<file path="src/rtl/if_stage_pkg.sv">
// ---------------------------------------------------------------------------
// if_stage_pkg
// Shared definitions for the MIPS instruction-fetch stage:
//   if_state_e  : fetch FSM state encodings (IF_REQ, IF_WAIT, IF_HOLD)
//   IF_RESET_PC : default PC loaded on reset
//   IF_NOP      : instruction word presented by an empty IF/ID register
// ---------------------------------------------------------------------------
package if_stage_pkg;

   typedef enum logic [1:0] {
      IF_REQ  = 2'd0,
      IF_WAIT = 2'd1,
      IF_HOLD = 2'd2
   } if_state_e;

   localparam logic [31:0] IF_RESET_PC = 32'h0000_0000;
   localparam logic [31:0] IF_NOP      = 32'h0000_0000;

endpackage

</file>
<file path="src/rtl/if_stage_if.sv">
// ---------------------------------------------------------------------------
// if_stage_if
// Instruction-memory fetch bus: one outstanding request, req/ack accept
// handshake followed by a separate rvalid data return.
//   inst_req    : fetch request (held stable until inst_ack)
//   inst_addr   : fetch address
//   inst_ack    : memory accepted the request
//   inst_rvalid : read data valid, at least one cycle after inst_ack
//   inst_rdata  : fetched word
// Modports: master = fetch stage, slave = instruction memory.
// ---------------------------------------------------------------------------
interface if_stage_if #(
   parameter int PC_W = 32
) ();

   logic            inst_req;
   logic [PC_W-1:0] inst_addr;
   logic            inst_ack;
   logic            inst_rvalid;
   logic [31:0]     inst_rdata;

   modport master (
      output inst_req,
      output inst_addr,
      input  inst_ack,
      input  inst_rvalid,
      input  inst_rdata
   );

   modport slave (
      input  inst_req,
      input  inst_addr,
      output inst_ack,
      output inst_rvalid,
      output inst_rdata
   );

endinterface

</file>
<file path="src/rtl/if_stage_if_id_reg.sv">
// ---------------------------------------------------------------------------
// if_id_reg
// IF/ID pipeline register {valid, instr, pc, pc_plus4}.
//   clk, rst     : clock, synchronous active-high reset (clears everything)
//   i_load       : capture a new instruction (highest priority after rst)
//   i_clear      : no load and decode not stalled -> insert a bubble
//   i_instr/i_pc/i_pc_plus4 : data captured on i_load
//   o_valid/o_instr/o_pc/o_pc_plus4 : register contents
// With neither i_load nor i_clear the whole register holds (decode stall).
// A bubble only drops valid; the payload keeps its last value.
// ---------------------------------------------------------------------------
module if_id_reg
   import if_stage_pkg::*;
#(
   parameter int PC_W = 32
) (
   input  logic            clk,
   input  logic            rst,
   input  logic            i_load,
   input  logic            i_clear,
   input  logic [31:0]     i_instr,
   input  logic [PC_W-1:0] i_pc,
   input  logic [PC_W-1:0] i_pc_plus4,
   output logic            o_valid,
   output logic [31:0]     o_instr,
   output logic [PC_W-1:0] o_pc,
   output logic [PC_W-1:0] o_pc_plus4
);

   logic            r_valid;
   logic [31:0]     r_instr;
   logic [PC_W-1:0] r_pc;
   logic [PC_W-1:0] r_pc_plus4;

   // IF/ID register: reset > load > bubble > hold
   always_ff @(posedge clk) begin
      if (rst) begin
         r_valid    <= 1'b0;
         r_instr    <= IF_NOP;
         r_pc       <= {PC_W{1'b0}};
         r_pc_plus4 <= {PC_W{1'b0}};
      end else if (i_load) begin
         r_valid    <= 1'b1;
         r_instr    <= i_instr;
         r_pc       <= i_pc;
         r_pc_plus4 <= i_pc_plus4;
      end else if (i_clear) begin
         r_valid    <= 1'b0;
      end else begin
         r_valid    <= r_valid;
      end
   end

   assign o_valid    = r_valid;
   assign o_instr    = r_instr;
   assign o_pc       = r_pc;
   assign o_pc_plus4 = r_pc_plus4;

endmodule

</file>
<file path="src/rtl/if_stage.sv">
// ---------------------------------------------------------------------------
// if_stage
// Instruction-fetch stage of the 5-stage MIPS pipeline. Owns the fetch PC,
// issues one outstanding fetch at a time and feeds the IF/ID register.
// Ports:
//   clk, rst           : clock, synchronous active-high reset
//   i_stall_d          : decode stalled, IF/ID must hold
//   i_redirect_valid   : taken branch/jump in decode (only while not stalled)
//   i_redirect_pc      : redirect target
//   mem                : instruction fetch bus (if_stage_if.master)
//   o_valid_d, o_instr_d, o_pc_d, o_pc_plus4_d : IF/ID register
// Configuration macro IF_BRANCH_DELAY_SLOT_EN:
//   undefined : the fetch after a redirecting branch is squashed
//   defined   : that fetch is the delay slot and is delivered normally
// ---------------------------------------------------------------------------
module if_stage
   import if_stage_pkg::*;
#(
   parameter int              PC_W     = 32,
   parameter logic [PC_W-1:0] RESET_PC = PC_W'(IF_RESET_PC)
) (
   input  logic             clk,
   input  logic             rst,
   input  logic             i_stall_d,
   input  logic             i_redirect_valid,
   input  logic [PC_W-1:0]  i_redirect_pc,
   if_stage_if.master       mem,
   output logic             o_valid_d,
   output logic [31:0]      o_instr_d,
   output logic [PC_W-1:0]  o_pc_d,
   output logic [PC_W-1:0]  o_pc_plus4_d
);

`ifdef IF_BRANCH_DELAY_SLOT_EN
   localparam logic SQUASH = 1'b0;
`else
   localparam logic SQUASH = 1'b1;
`endif

   if_state_e       r_state;
   if_state_e       w_state_nxt;
   logic [PC_W-1:0] r_pc_f;
   logic [PC_W-1:0] w_pc_nxt;
   logic            r_drop;
   logic            w_drop_nxt;
   logic            r_redir_pend;
   logic            w_pend_nxt;
   logic [PC_W-1:0] r_redir_tgt;
   logic [PC_W-1:0] w_tgt_nxt;
   logic [31:0]     r_hold_instr;
   logic [31:0]     w_hold_nxt;

   logic            w_req;
   logic            w_load;
   logic [31:0]     w_load_instr;
   logic [PC_W-1:0] w_pc_plus4_f;
   logic [PC_W-1:0] w_next_pc;
   logic            w_valid_d;
   logic            w_if_id_free;

   // Sequential PC wraps modulo 2^PC_W; a pending redirect overrides it
   assign w_pc_plus4_f = r_pc_f + PC_W'(4);
   assign w_next_pc    = r_redir_pend ? r_redir_tgt : w_pc_plus4_f;
   assign w_if_id_free = ~i_stall_d | ~w_valid_d;

   // Fetch FSM state and PC registers
   always_ff @(posedge clk) begin
      if (rst) begin
         r_state      <= IF_REQ;
         r_pc_f       <= RESET_PC;
         r_drop       <= 1'b0;
         r_redir_pend <= 1'b0;
         r_redir_tgt  <= {PC_W{1'b0}};
         r_hold_instr <= IF_NOP;
      end else begin
         r_state      <= w_state_nxt;
         r_pc_f       <= w_pc_nxt;
         r_drop       <= w_drop_nxt;
         r_redir_pend <= w_pend_nxt;
         r_redir_tgt  <= w_tgt_nxt;
         r_hold_instr <= w_hold_nxt;
      end
   end

   // Fetch FSM next-state, PC update and IF/ID load control
   always_comb begin
      w_state_nxt  = r_state;
      w_pc_nxt     = r_pc_f;
      w_drop_nxt   = r_drop;
      w_pend_nxt   = r_redir_pend;
      w_tgt_nxt    = r_redir_tgt;
      w_hold_nxt   = r_hold_instr;
      w_load       = 1'b0;
      w_load_instr = mem.inst_rdata;
      w_req        = 1'b0;
      case (r_state)
         IF_REQ: begin
            // Request and address stay put until accepted, even on redirect
            w_req = 1'b1;
            if (mem.inst_ack) begin
               w_state_nxt = IF_WAIT;
            end else begin
               w_state_nxt = IF_REQ;
            end
            if (i_redirect_valid) begin
               w_drop_nxt = SQUASH;
               w_pend_nxt = 1'b1;
               w_tgt_nxt  = i_redirect_pc;
            end else begin
               w_pend_nxt = r_redir_pend;
            end
         end
         IF_WAIT: begin
            if (mem.inst_rvalid) begin
               if (r_drop || (SQUASH && i_redirect_valid)) begin
                  // Squashed fetch: discard the word and go to the target
                  w_pc_nxt    = i_redirect_valid ? i_redirect_pc : w_next_pc;
                  w_drop_nxt  = 1'b0;
                  w_pend_nxt  = 1'b0;
                  w_state_nxt = IF_REQ;
               end else if (w_if_id_free) begin
                  w_load      = 1'b1;
                  w_pc_nxt    = i_redirect_valid ? i_redirect_pc : w_next_pc;
                  w_pend_nxt  = 1'b0;
                  w_state_nxt = IF_REQ;
               end else begin
                  w_hold_nxt  = mem.inst_rdata;
                  w_state_nxt = IF_HOLD;
               end
            end else if (i_redirect_valid) begin
               w_drop_nxt = SQUASH;
               w_pend_nxt = 1'b1;
               w_tgt_nxt  = i_redirect_pc;
            end else begin
               w_state_nxt = IF_WAIT;
            end
         end
         IF_HOLD: begin
            if (SQUASH && i_redirect_valid) begin
               w_pc_nxt    = i_redirect_pc;
               w_drop_nxt  = 1'b0;
               w_pend_nxt  = 1'b0;
               w_state_nxt = IF_REQ;
            end else if (!i_stall_d) begin
               w_load       = 1'b1;
               w_load_instr = r_hold_instr;
               w_pc_nxt     = i_redirect_valid ? i_redirect_pc : w_next_pc;
               w_pend_nxt   = 1'b0;
               w_state_nxt  = IF_REQ;
            end else begin
               w_state_nxt = IF_HOLD;
            end
         end
         default: begin
            w_state_nxt = IF_REQ;
         end
      endcase
   end

   // No request is shown while reset is being applied
   assign mem.inst_req  = w_req & ~rst;
   assign mem.inst_addr = r_pc_f;

   if_id_reg #(
      .PC_W (PC_W)
   ) u_if_id_reg (
      .clk        (clk),
      .rst        (rst),
      .i_load     (w_load),
      .i_clear    (~i_stall_d),
      .i_instr    (w_load_instr),
      .i_pc       (r_pc_f),
      .i_pc_plus4 (w_pc_plus4_f),
      .o_valid    (w_valid_d),
      .o_instr    (o_instr_d),
      .o_pc       (o_pc_d),
      .o_pc_plus4 (o_pc_plus4_d)
   );

   assign o_valid_d = w_valid_d;

endmodule
</file>
<file path="src/flat_wrapper.sv">
// flat-port wrapper written by rule: the top's interface ports become plain ports
module if_stage_flat import if_stage_pkg::*;
#(
   parameter int              PC_W     = 32,
   parameter logic [PC_W-1:0] RESET_PC = PC_W'(IF_RESET_PC)
)
  (clk, rst, i_stall_d, i_redirect_valid, i_redirect_pc, o_valid_d, o_instr_d, o_pc_d, o_pc_plus4_d, mem_inst_req, mem_inst_addr, mem_inst_ack, mem_inst_rvalid, mem_inst_rdata);
  if_stage_if #(.PC_W(PC_W)) mem_i ();
  input  logic clk;
  input  logic rst;
  input  logic i_stall_d;
  input  logic i_redirect_valid;
  input  logic [PC_W-1:0] i_redirect_pc;
  output logic o_valid_d;
  output logic [31:0] o_instr_d;
  output logic [PC_W-1:0] o_pc_d;
  output logic [PC_W-1:0] o_pc_plus4_d;
  output wire logic [$bits(mem_i.inst_req)-1:0] mem_inst_req;
  output wire logic [$bits(mem_i.inst_addr)-1:0] mem_inst_addr;
  input wire logic [$bits(mem_i.inst_ack)-1:0] mem_inst_ack;
  input wire logic [$bits(mem_i.inst_rvalid)-1:0] mem_inst_rvalid;
  input wire logic [$bits(mem_i.inst_rdata)-1:0] mem_inst_rdata;
  assign mem_inst_req = mem_i.inst_req;
  assign mem_inst_addr = mem_i.inst_addr;
  assign mem_i.inst_ack = mem_inst_ack;
  assign mem_i.inst_rvalid = mem_inst_rvalid;
  assign mem_i.inst_rdata = mem_inst_rdata;
  if_stage #(.PC_W(PC_W), .RESET_PC(RESET_PC)) u_core (.clk(clk), .rst(rst), .i_stall_d(i_stall_d), .i_redirect_valid(i_redirect_valid), .i_redirect_pc(i_redirect_pc), .mem(mem_i), .o_valid_d(o_valid_d), .o_instr_d(o_instr_d), .o_pc_d(o_pc_d), .o_pc_plus4_d(o_pc_plus4_d));
endmodule
</file>
<file path="config.mk">
export PLATFORM = sky130hd
export DESIGN_NAME = if_stage_flat
export DESIGN_NICKNAME = d
export VERILOG_FILES = /design/src/rtl/if_stage_pkg.sv /design/src/rtl/if_stage_if.sv /design/src/rtl/if_stage_if_id_reg.sv /design/src/rtl/if_stage.sv /design/src/flat_wrapper.sv
export SDC_FILE = /design/constraint.sdc
export NUM_CORES = 1
export LEC_CHECK = 0
export CAP_MARGIN = 20
export CELL_PAD_IN_SITES_DETAIL_PLACEMENT = 0
export CELL_PAD_IN_SITES_GLOBAL_PLACEMENT = 1
export CORE_ASPECT_RATIO = 0.9
export CORE_UTILIZATION = 37
export DETAILED_ROUTE_END_ITERATION = 16
export GPL_ROUTABILITY_DRIVEN = 0
export PLACE_DENSITY = 0.92
export SLEW_MARGIN = 30
export SYNTH_ARGS = -nofsm -noshare
export SYNTH_HDL_FRONTEND = slang
export SYNTH_SLANG_ARGS = --single-unit
</file>
<file path="constraint.sdc">
create_clock -name clk -period 3 [get_ports clk]
set_clock_uncertainty 0.1 [all_clocks]
set_input_delay 0.45 -clock clk [delete_from_list [all_inputs] [get_ports clk]]
set_output_delay 0.45 -clock clk [all_outputs]
set_load 0.01 [all_outputs]
</file>
* Yosys cells after proc, flatten, opt, wreduce, memory -nomap -nowiden
Index checks and enable logic that the tools add are counted.
** Word-level totals
- RAM bits :: 0
- Bits of input ports :: 70
- Memories kept :: 0
- Logic and storage cells :: 81
- Memory bits (read-only) :: 0
- Output and inout port bits :: 130
- Flip-flop bits (word level) :: 197
- Bits in latches :: 0
** Cells by class
- $add $sub $neg :: 1
- Reduce and logical (&&, ||, !) cells :: 10
- $lt $le $gt $ge :: 0
- Eq/ne operators :: 11
- Bitwise logic cells :: 7
- Shift operators :: 0
- Divide/modulo/power cells :: 0
- Muxes and demuxes :: 42
- Multiply operators :: 0
** Operators with widths (number)
- $mux 32 :: 12
- $pmux 32 s2 :: 2
- $add 32x3->32 const B :: 1
- $mux 1 :: 18
- $mux 2 :: 6
- $reduce_and 4->1 :: 2
- $ne 2x2->1 const B :: 3
- $ne 3x3->1 const B :: 2
- $pmux 1 s3 :: 2
- $pmux 2 s3 :: 1
- $reduce_and 3->1 :: 2
- $not 1->1 :: 5
- $ne 4x2->1 const B :: 1
- $reduce_bool 2->1 :: 2
- $ne 3x1->1 const B :: 1
- $ne 3x2->1 const B :: 1
- $reduce_bool 3->1 :: 1
- $eq 2x1->1 const B :: 1
- $eq 2x2->1 const B :: 1
- $logic_not 2->1 :: 1
- $ne 2x1->1 const B :: 1
- $pmux 1 s2 :: 1
- $reduce_and 2->1 :: 1
- $and 1x1->1 :: 1
- other kinds (2) :: 2

* Logic depth before layout (Yosys ltp)
- Word-level depth :: 7
- Mapped depth :: 9
- Depth with buffers taken out :: 7

* By module
Synthesis repeated with hierarchy kept, for this count alone.
** Unflattened totals
- Cells, all modules :: 1039
- Area, all modules :: 9027.4 um2
** Modules (own cells, without submodules)
- if_stage :: sequential area each 2001.9 um2, instances 1, area an instance 5589.1 um2, cells each 725
- if_id_reg :: sequential area each 1941.9 um2, instances 1, area an instance 3438.3 um2, cells each 314

* Least setup slack after synthesis
No wires, ideal clock.
- Path type :: flip-flop to flip-flop
- Start point :: reg u_core.r_pc_f[21], in the netlist u_core.mem.inst_addr[21]
- End point :: reg u_core.r_pc_f[27], in the netlist u_core.mem.inst_addr[27]
- Data required time :: 2812 ps
- Arrival :: 2106 ps
- Setup slack :: 706 ps
- Clock period less this slack :: 2294 ps
- Stages on the path, launching flop included :: 7
- Cells stage by stage :: dfxtp_1 buf_2 nand4_1 or4_4 or2_4 or4_4 a311oi_2
** On the way
- Longest elaborated chain between the ends :: 7
- Elaborated cells on any way between the ends :: 9
- Classes of those cells :: add/sub: 1; mux: 8
** Ends and longest elaborated chain
- start: declaration :: RTL line if_stage.sv:42 : logic [PC_W-1:0] r_pc_f;
- start signal: assignment :: RTL line if_stage.sv:77 : r_pc_f <= w_pc_nxt;
- $add 32x3->32 (*) :: RTL line if_stage.sv:62 : assign w_pc_plus4_f = r_pc_f + PC_W'(4);
- $mux 32 (*) :: RTL line if_stage.sv:63 : assign w_next_pc = r_redir_pend ? r_redir_tgt : w_pc_plus4_f;
- $mux 32 :: RTL line if_stage.sv:117, if_stage.sv:123
- $mux 32 :: RTL line if_stage.sv:121 : end else if (w_if_id_free) begin
- $mux 32 :: RTL line if_stage.sv:115 : if (r_drop || (SQUASH && i_redirect_valid)) begin
- $mux 32 :: RTL line if_stage.sv:114 : if (mem.inst_rvalid) begin
- $pmux 32 s2 (*) :: RTL line if_stage.sv:96 : case (r_state)
Every way passes the cells marked *; elsewhere a longest branch is shown, timed or not. The select of a mux whose other input is x is not followed.
A chain may end at the register's enable or synchronous reset.

* Worst setup path after layout
- Start point :: reg u_core.r_pc_f[12], in the netlist u_core.mem.inst_addr[12]
- End point :: reg u_core.r_pc_f[28], in the netlist u_core.mem.inst_addr[28]
The elaborated chain is that of the path after synthesis.

==> results.txt <==
Dpl cells: 1550
RSZ-0062 raised after global routing: no
Multi-input logic area: 4390 um^2
Number of synthesized flops with an enable pin: 0
Area grow syn2layout: 35.3%
Setup TNS: 0 ns
Final worst setup slack: 0.400 ns
Post-synth top area cell: dfxtp_1
Design area: 11800 um^2
Hold Path End: u_core.r_redir_tgt[8]$_SDFFE_PP0P_
Final Power: 5.83 mW
Clock-pin slew on the worst setup and hold paths: 0.08 ns
Post-Place Setup Slack: 0.412 ns
Actual slew at the worst max-slew pin: 0.760 ns
Routing usage on met2: 35.2%
Ys flop type: dfxtp_1
Maximum clock insertion buffer count: 2
Pwr dens: 495 nW/um^2
Final Hold Viols: 0
Starting Density: 38.2%
Post-Layout Cell Count: 1582
Global route overflow: 0
Required @ worst endpoint: 3.27 ns
Grt met3 use: 5.44%
Met1 GRT Util: 30.1%
Crit start category: flip-flop
Synth top area cells: dfxtp_1 (45%), nand2_1 (11%), a21oi_1 (9.0%)
Largest net degree at the start of global routing: 134
Worst hold path stage count: 2
Via count of the first global-routing pass: 7926
Leading cell types in the layout, fill and taps excluded: nand2_1 (253), clkdlybuf4s50_1 (197), dfxtp_1 (195)
CP arrival: 2.87 ns
Antenna cells: 0
Initial antenna violation count: 0
Num ports: 200
Worst Hold Class: flip-flop to flip-flop
VDD IR-drop max: 0.416 mV
IO buf count: 199
Ys Warns: 0
CTS buffer count: 17
CTS H-tree lvls: 4
Worst r2r src: u_core.mem.inst_addr[12]$_SDFFE_PP0P_
TritonCTS clock tree: yes
Initial DRC count: 708
Yosys top cell area share: 44.9%
Fin crit share: 86.7%
Post-CTS setup buffer count: 0
Global-route wire length before repair: 43000 um
Die area: 24100 um^2
Slew headroom: 49.1%
Min-delay src: u_core.r_redir_tgt[8]$_SDFFE_PP0P_
Count of final max-slew check failures: 0
Post-synthesis instance total: 1107
Drt pass-1 iters: 4
Async set-reset flop share out of synthesis: 0%
DR WL/cell: 17.2 um
Critical-path maximum fanout: 10
Max cap viols: 0
Post-synth cell types: 60
CTS sink cnt: 195
Proportion of layout cells with a drive suffix above 1: 7.94%
Syn Area/Cell: 7.86 um^2
Fmax: 0.385 GHz
DRC: 0
Status: completed
Post-Syn Area: 8700 um^2
Layer with the highest usage: met2
Clock Tree Root: clkbuf_16
Core Footprint: 22800 um^2
Final wirelength: 27300 um
Crit path time final: 2.60 ns
Crit path capture type: flip-flop
PostCTS Resize Cnt: 0
ANT nets after route: 0
Final HPWL DP: 19200 um
Via density: 5.36
Hold slack: 0.350 ns
Reg-to-reg slack, setup: 0.40 ns
Finished Core Util: 51.7%
Vert. Die Dim: 147 um
Clk_lat worst skew: 0.43 ns
# rows: 52
FILL cells: 2181
Worst R2R Path Depth: 5
Placed cell area: 11200 um^2
Final setup violation count: 0
Reg-to-Reg End: u_core.mem.inst_addr[28]$_SDFFE_PP0P_
Cts hold-fix bufs: 0
Most common cell after layout, fill and taps aside: nand2_1
Layout Nets: 1347
Register area share after synthesis: 44.9%
Yosys reg bits: 195
Register area: 3900 um^2
All-Layer GR Usage: 22.7%
Die Wd: 164 um
Mapped Nets: 1182
Critical path type: flip-flop to flip-flop
Vias: 8479
Static Leak: 3.86 nW
-- area by class of cell --
| type | count | share of cell area (%) |
|---|---|---|
| Multi-Input combinational cell | 803 | 37.3 |
| Sequential cell | 195 | 33.2 |
| Timing Repair Buffer | 247 | 20.9 |
| Clock buffer | 17 | 3.61 |
| Tap cell | 297 | 3.16 |
| Clock inverter | 15 | 1.64 |
| Inverter | 8 | 0.255 |
-- sequential cells by signal, indices dropped and copies added, names as in the netlist --
name / cells
u_core.r_redir_tgt: 32
u_core.r_drop: 1
u_core.u_if_id_reg.o_valid: 1
u_core.mem.inst_addr: 32
u_core.u_if_id_reg.o_pc: 32
u_core.r_hold_instr: 32
u_core.u_if_id_reg.o_pc_plus4: 30
u_core.r_redir_pend: 1
u_core.u_if_id_reg.o_instr: 32
u_core.r_state: 2
-- how the worst max path moves through the flow --
stage,from,endpoint,slack [ns],cells past startpoint
2_1_floorplan,u_core.mem.inst_addr[21]$_SDFFE_PP0P_,u_core.mem.inst_addr[27]$_SDFFE_PP0P_,0.71,6
5_1_grt,u_core.mem.inst_addr[12]$_SDFFE_PP0P_,u_core.mem.inst_addr[28]$_SDFFE_PP0P_,0.33,5
4_1_cts,u_core.mem.inst_addr[12]$_SDFFE_PP0P_,u_core.mem.inst_addr[28]$_SDFFE_PP0P_,0.47,5
3_5_place_dp,mem_inst_rvalid,u_core.u_if_id_reg.o_instr[0]$_SDFFE_PP0P_,0.41,7
3_3_place_gp,mem_inst_rvalid,u_core.u_if_id_reg.o_instr[6]$_SDFFE_PP0P_,0.47,7
6_report,u_core.mem.inst_addr[12]$_SDFFE_PP0P_,u_core.mem.inst_addr[28]$_SDFFE_PP0P_,0.40,5
-- kinds of logic (layout without fill, tap and decap cells) --
kind of cell             Yosys count  in the layout  share of synthesized area (%)
XOR/XNOR                          27             27                           2.72
adder cells (fa/ha/maj)            5              5                          0.719
buffers and inverters            109            287                           5.03
flip-flops                       195            195                           44.9
AND/OR/NAND/NOR                  425            425                           21.5
AO/OA/AOI/OAI                    308            308                           20.8
multiplexers                      38             38                           4.39
-- worst max-delay path, cell delays in order, from the launching register on --
cell     delay (ns)
dfxtp_1        0.50
and4_1         0.33
nand4_1        0.39
nor4_1         0.68
mux2_2         0.40
a21oi_1        0.13
-- per-layer routing --
metal	wire (um)	vias up
met5	0	-
met4	958	0
met3	1850	60
met2	12400	260
met1	12000	4003
li1	-	4156
-- synth_stat cells (7+ instances only) --
cell / instances
nand2_1: 253
o21ai_0: 55
dfxtp_1: 195
o211ai_1: 8
buf_1: 7
a21oi_1: 156
clkbuf_1: 84
mux2i_1: 37
inv_1: 8
nand3_1: 13
nor2b_1: 8
a31oi_1: 9
nor4_1: 12
nor2_1: 71
nand2b_1: 7
nor3_1: 17
a211oi_1: 47
xnor2_1: 17
nand4_1: 12
xor2_1: 10
-- power by group --
part           leakage, nW  switching [mW]  total, mW  internal [mW]
combinational         1.98           0.374      0.690          0.316
sequential            1.58          0.0749       2.73           2.66
clock                0.294            1.13       2.41           1.28
total                 3.86            1.58       5.83           4.25
(Power assumes the default switching activity.)
